File: config.mk
export PLATFORM = sky130hd
export DESIGN_NAME = page_param_loader
export DESIGN_NICKNAME = d
export VERILOG_FILES = /design/src/rtl/page_param_pkg.sv /design/src/rtl/page_ram.sv /design/src/rtl/page_param_loader.sv
export SDC_FILE = /design/constraint.sdc
export NUM_CORES = 2
export LEC_CHECK = 0
export BUFFER_PORTS_ARGS = -buffer_cell sky130_fd_sc_hd__buf_2
export CAP_MARGIN = 20
export CELL_PAD_IN_SITES_DETAIL_PLACEMENT = 2
export CELL_PAD_IN_SITES_GLOBAL_PLACEMENT = 2
export CORE_ASPECT_RATIO = 0.5
export CORE_UTILIZATION = 54
export CTS_BUF_LIST = sky130_fd_sc_hd__clkbuf_16
export CTS_CLUSTER_SIZE = 40
export DETAILED_ROUTE_END_ITERATION = 6
export GPL_ROUTABILITY_DRIVEN = 0
export GPL_TIMING_DRIVEN = 0
export PLACE_DENSITY_LB_ADDON = 0.1
export SYNTH_ARGS = -nofsm -noshare
export SYNTH_HDL_FRONTEND = slang
export SYNTH_SLANG_ARGS = --single-unit
export TNS_END_PERCENT = 1
File: constraint.sdc
create_clock -name hw_clk -period 6.4 [get_ports hw_clk]
set_clock_uncertainty 0.2 [all_clocks]
set_input_delay 0.64 -clock hw_clk [delete_from_list [all_inputs] [get_ports hw_clk]]
set_output_delay 0.64 -clock hw_clk [all_outputs]
set_load 0.05 [all_outputs]
File: src/rtl/page_param_pkg.sv
// page_param_pkg: shared state type and page geometry for the page-parameter loader
package page_param_pkg;

    typedef enum logic [2:0] {
        IDLE,
        ADDR,
        LEN,
        DATA,
        CSUM,
        DONE
    } loader_state_t;

    localparam int PAGE_DEPTH = 256;
    localparam int PAGE_AW    = 8;
    localparam int PAGE_DW    = 8;

    localparam logic [PAGE_DW-1:0] DEFAULT_SYNC_BYTE = 8'hA5;

endpackage

File: src/rtl/page_ram.sv
// page_ram: 256x8 simple dual-port page with registered read, read-before-write
module page_ram
    import page_param_pkg::*;
(
    input  logic               clk,
    input  logic               rst_n,
    input  logic               wr_en,
    input  logic [PAGE_AW-1:0] wr_addr,
    input  logic [PAGE_DW-1:0] wr_data,
    input  logic [PAGE_AW-1:0] rd_addr,
    output logic [PAGE_DW-1:0] rd_data
);

    (* ram_style = "block" *) logic [PAGE_DW-1:0] mem [PAGE_DEPTH];

    // Array carries no reset so it maps onto a single block RAM
    always_ff @(posedge clk) begin
        if (wr_en) mem[wr_addr] <= wr_data;
    end

    // Registered read; a same-address write in this cycle is not yet visible
    always_ff @(posedge clk or negedge rst_n) begin
        if (!rst_n) rd_data <= '0;
        else        rd_data <= mem[rd_addr];
    end

endmodule

File: src/rtl/page_param_loader.sv
// page_param_loader: parses sync/addr/len/payload/checksum frames into the page RAM
module page_param_loader
    import page_param_pkg::*;
#(
    parameter logic [PAGE_DW-1:0] SYNC_BYTE = DEFAULT_SYNC_BYTE
) (
    input  logic               hw_clk,
    input  logic               rst_n,
    input  logic [PAGE_DW-1:0] in_data,
    input  logic               in_valid,
    output logic               in_ready,
    input  logic [PAGE_AW-1:0] rd_addr,
    output logic [PAGE_DW-1:0] rd_data,
    output logic               busy,
    output logic               frame_ok,
    output logic               frame_err,
    output logic [8:0]         wr_count
);

    loader_state_t      state;
    logic [PAGE_AW-1:0] ptr;
    logic [PAGE_DW-1:0] sum;
    logic [PAGE_DW-1:0] remain;
    logic [8:0]         cnt;
    logic               accept;
    logic               wr_en;
    logic [PAGE_DW-1:0] csum_total;

    assign accept     = in_valid && in_ready;
    assign wr_en      = accept && (state == DATA);
    assign csum_total = sum + in_data;
    assign busy       = (state != IDLE);

    page_ram u_ram (
        .clk     (hw_clk),
        .rst_n   (rst_n),
        .wr_en   (wr_en),
        .wr_addr (ptr),
        .wr_data (in_data),
        .rd_addr (rd_addr),
        .rd_data (rd_data)
    );

    // Frame parser: advances on accepted bytes, DONE lasts one cycle with ready dropped
    always_ff @(posedge hw_clk or negedge rst_n) begin
        if (!rst_n) begin
            state     <= IDLE;
            ptr       <= '0;
            sum       <= '0;
            remain    <= '0;
            cnt       <= '0;
            in_ready  <= 1'b0;
            frame_ok  <= 1'b0;
            frame_err <= 1'b0;
            wr_count  <= '0;
        end else begin
            frame_ok  <= 1'b0;
            frame_err <= 1'b0;
            in_ready  <= 1'b1;
            case (state)
                IDLE: if (accept && in_data == SYNC_BYTE) state <= ADDR;
                ADDR: if (accept) begin
                    ptr   <= in_data;
                    sum   <= in_data;
                    state <= LEN;
                end
                LEN: if (accept) begin
                    remain <= in_data;
                    sum    <= csum_total;
                    cnt    <= '0;
                    state  <= DATA;
                end
                DATA: if (accept) begin
                    ptr <= ptr + 8'd1;
                    sum <= csum_total;
                    cnt <= cnt + 9'd1;
                    if (remain == 8'd0) state <= CSUM;
                    else                remain <= remain - 8'd1;
                end
                CSUM: if (accept) begin
                    frame_ok  <= (csum_total == 8'd0);
                    frame_err <= (csum_total != 8'd0);
                    in_ready  <= 1'b0;
                    state     <= DONE;
                end
                DONE: begin
                    wr_count <= cnt;
                    state    <= IDLE;
                end
                default: state <= IDLE;
            endcase
        end
    end

endmodule

==> results of run 1 <==
[logic make-up after synthesis]
logic type      Yosys count  share of synthesized area (%)
xor+xnor                  7                        0.07515
fa+ha+maj                15                         0.2392
simple gates            508                          2.702
compound gates          432                          3.642
flops                  2104                          77.10
buf+inv                 242                          1.670
mux                     591                          14.57
[through the flow]
stage | TNS (ns) | setup slack [ns] | instances | area, um^2
after floorplan | 0 | 3.312 | 3899 | 81580
after global placement | -0.3518 | -0.1220 | 5925 | 84260
==> results by group, run 1 <==
Run status
  – Status: did not finish
  – Stop stage: detailed placement
  – First Err: [ERROR DPL-0033] detailed placement checks failed during check placement.

Synth
  – Post-synth EDFFs: 2048
  – Post-synth top area share: 75.38%
  – Synth area leaders: edfxtp_1, mux4_2, dfrtp_1
  – Unique masters post-synth: 62
  – Cell Area, Synth: 0.08158 mm^2
  – Syn Nets: 3933
  – Syn_area_per_cell: 20.92 um^2
  – Sequential cell area fraction in the yosys report: 77.10%
  – Most used DFF post-synth: edfxtp_1
  – Count leader, synth: edfxtp_1
  – Post-synth top cells: edfxtp_1, mux4_2, nor2_1, mux2i_1, clkbuf_1
  – Post-synthesis cell count: 3899
  – Post-synthesis register bit count: 2104
  – Synth Warn #: 0
  – Post-synth top area cell: edfxtp_1
  – Async set-or-reset flop fraction in the synthesized netlist: 2.662%

Floorplan
  – # rows: 100
  – Initial core utilization: 54.61%
  – IO Pins: 40
  – Die Ht: 276.9 um
  – Die width: 551.7 um

Place
  – Post-DP HPWL: 229.7 mm
  – IO buf count: 37
==> run 2: changes to the inputs <==
Settings changed: CELL_PAD_IN_SITES_DETAIL_PLACEMENT 2 to default, CELL_PAD_IN_SITES_GLOBAL_PLACEMENT 2 to default, CORE_ASPECT_RATIO 0.5 to default, CORE_UTILIZATION 54 to 40, CTS_BUF_LIST sky130_fd_sc_hd__clkbuf_16 to default, CTS_CLUSTER_SIZE 40 to default, PLACE_DENSITY_LB_ADDON 0.1 to 0.15.
==> results by group, run 2 <==
Run status
  – Status: finished, final reports clean

Cells and area
  – Area grow syn2layout: 13.52%
  – Core Util, Final: 45.78%
  – Design area: 0.09261 mm^2
  – Flip-flop count of the largest register after layout: 2048
  – Commonest non-fill, non-tap cell in the layout: edfxtp_1
  – Biggest register: u_ram.mem
  – Largest regs: u_ram.mem: 2048 flops, cnt: 9 flops, wr_count: 9 flops
  – Layout cell share with drive strength beyond 1: 22.76%
  – Filler cells: 17.13k
  – Nets: 4225
  – Seq. cell area: 0.06290 mm^2
  – Multi-input gate area: 0.01732 mm^2
  – Layout Cells excl Fill: 7046
  – Most frequent cells in the layout: edfxtp_1, mux4_2, nor2_1

STA
  – Setup TNS Final: 0 ns
  – RSZ-0062 raised after global routing: false
  – Slew headroom: 16.47%
  – Final period util: 73.92%
  – Fin. Hold Viols: 0
  – Final setup vio count: 0
  – Worst Tran Pin Value: 1.253 ns
  – Period minus WS final: 4.731 ns
  – Max Slew Vio Count: 0
  – Max Freq: 0.2114 GHz

Global routing
  – Largest net degree at the start of global routing: 142
  – Vias in the first global route: 41.28k
  – Initial antenna violation count: 15
  – First-pass GRT wire length: 344.7 mm
  – Global route overflow: 0
  – GRT Util Overall: 24.68%

Clocking
  – Worst-case clock buffer depth: 3
  – Clock tree root buffer cell: clkbuf_16
  – Reg clk slew, reported paths: 0.06 ns
  – Clk Latency, worst-skew pair: 0.86 ns
  – H-tree depth: 4
  – Clk sinks: 2104
  – CTS tree: done
  – Post-CTS resize count: 0
  – CTS buffer count: 216

Critical path
  – R2R depth: 8
  – Register-to-register setup slack: 1.67 ns
  – Worst path buffer plus inverter count: 2
  – CP top delay family: simple AND/OR/NAND/NOR gates
  – CP max stage delay: 0.89 ns
  – Critical Path, Cell by Cell: buf_2 > nand3_1 > nor2_2 > nand2_1 > nor3_1 > nand2_1 > clkbuf_2 > nor2_1
  – Crit. End Element: flop
  – Arr. time, crit path: 4.96 ns
  – Crit path launch type: flop
  – Worst endpoint required time: 6.63 ns
  – CP most frequent cell: nand2_1
  – Kind of critical path: flop to flop
  – Slowest CP cell: nor2_1
  – Worst-path maximum fanout: 10
  – Levels on crit path: 8

Synth
  – Most used DFF post-synth: edfxtp_1
  – Post-synthesis register bit count: 2104
  – Syn Nets: 3933
  – Sequential cell area fraction in the yosys report: 77.10%
  – Post-synth top area share: 75.38%
  – Post-synthesis cell count: 3899
  – Cell Area, Synth: 0.08158 mm^2
  – Syn_area_per_cell: 20.92 um^2
  – Count leader, synth: edfxtp_1
  – Post-synth EDFFs: 2048
  – Post-synth top area cell: edfxtp_1
  – Unique masters post-synth: 62
  – Post-synth top cells: edfxtp_1, mux4_2, nor2_1, mux2i_1, clkbuf_1
  – Async set-or-reset flop fraction in the synthesized netlist: 2.662%
  – Synth area leaders: edfxtp_1, mux4_2, dfrtp_1
  – Synth Warn #: 0

Power and ir drop
  – Maximum VDD drop: 0.0002907 V
  – PD cells: 325.2 mW/mm^2
  – Leak: 0.02879 uW
  – Tot Pwr: 30110 uW

Place
  – Placed cell area: 0.08585 mm^2
  – IO buf count: 37
  – Post-DP HPWL: 169.2 mm
  – Cells after DPL: 6637

Floorplan
  – CORE AREA: 0.2023 mm^2
  – Die ar.: 0.2058 mm^2
  – Initial core utilization: 40.32%
  – Die Ht: 453.6 um
  – # rows: 165
  – IO Pins: 40
  – Die width: 453.6 um

Min path
  – Hold Path Stages: 1
  – Min-delay worst type: input port to flop

Route
  – ANT nets after route: 0
  – Via count of the routed design: 41.78k
  – DR vias/cell: 5.929
  – DRC: 0
  – Initial DRC Count: 5310
  – TritonRoute pass-1 iters: 6
  – WL per Instance: 36.06 um
  – Routed WL: 254.0 mm

Run
  – Max_cap viols: 0
[run 2: per-layer routing]
| layer | GRT usage, % | share of wire, % | vias to the layer above |
|---|---|---|---|
| li1 | - | - | 16924 |
| met4 | 6.741 | 2.7 | 0 |
| met5 | 0 | 0 | - |
| met1 | 35.09 | 42 | 22735 |
| met3 | 4.951 | 7.8 | 321 |
| met2 | 38.73 | 47 | 1799 |
[run 2: path summary, 6_finish.rpt]
kind	from	to
worst min register to register	sum[0]	sum[0]
worst max register to register	state[0]	u_ram.mem[144][5]
min in group asynchronous	rst_n	sum[5]
worst min-delay path	in_data[3]	u_ram.mem[229][3]
worst max-delay path	state[0]	u_ram.mem[144][5]
max in group asynchronous	rst_n	u_ram.rd_data[4]
[run 2: final cells by class]
type	instances	area share (%)
tap	2672	3.610
sequential	2104	67.92
inverter	11	0.04458
clock inverter	120	1.071
buffer	231	1.443
clock buffer	274	6.115
antenna	7	0.01891
timing repair buffer	74	1.077
multi-input combinational	1553	18.70
[run 2: stage by stage]
| step | hold WS, ns | setup WS (ns) |
|---|---|---|
| finish | 0.08031 | 1.669 |
| global route | 0.05904 | 1.381 |
| CTS | 0.02765 | 1.617 |
| detailed placement | 0.2783 | 0.7151 |
| global placement | 0.2779 | -0.6331 |
| floorplan | 0.1444 | 3.312 |
[run 2: what timing repair did]
action                                 in CTS  in global routing
buffers inserted                            0                  0
endpoints found under the hold margin      69                  0
hold buffers                                4                  0
[run 2: logic make-up (layout without fill, tap and decap cells)]
group                      after synthesis  after routing  synth area share [%]
AOI/OAI and AO/OA                      432            432                 3.642
other                                    0              7                     0
buffers and inverters                  242            710                 1.670
and+or+nand+nor                        508            508                 2.702
adders and majority gates               15             15                0.2392
xor gates and xnor gates                 7              7               0.07515
muxes                                  591            591                 14.57
DFF                                   2104           2104                 77.10
[run 2: report_power, final]
group / leakage (uW) / switching [uW] / total (uW) / internal (uW)
registers: 0.0191 / 88.2 / 15400 / 15300
clock network: 0.00324 / 5400 / 12100 / 6660
logic: 0.00645 / 1910 / 2700 / 786
Power figures use the tool's default switching activity.
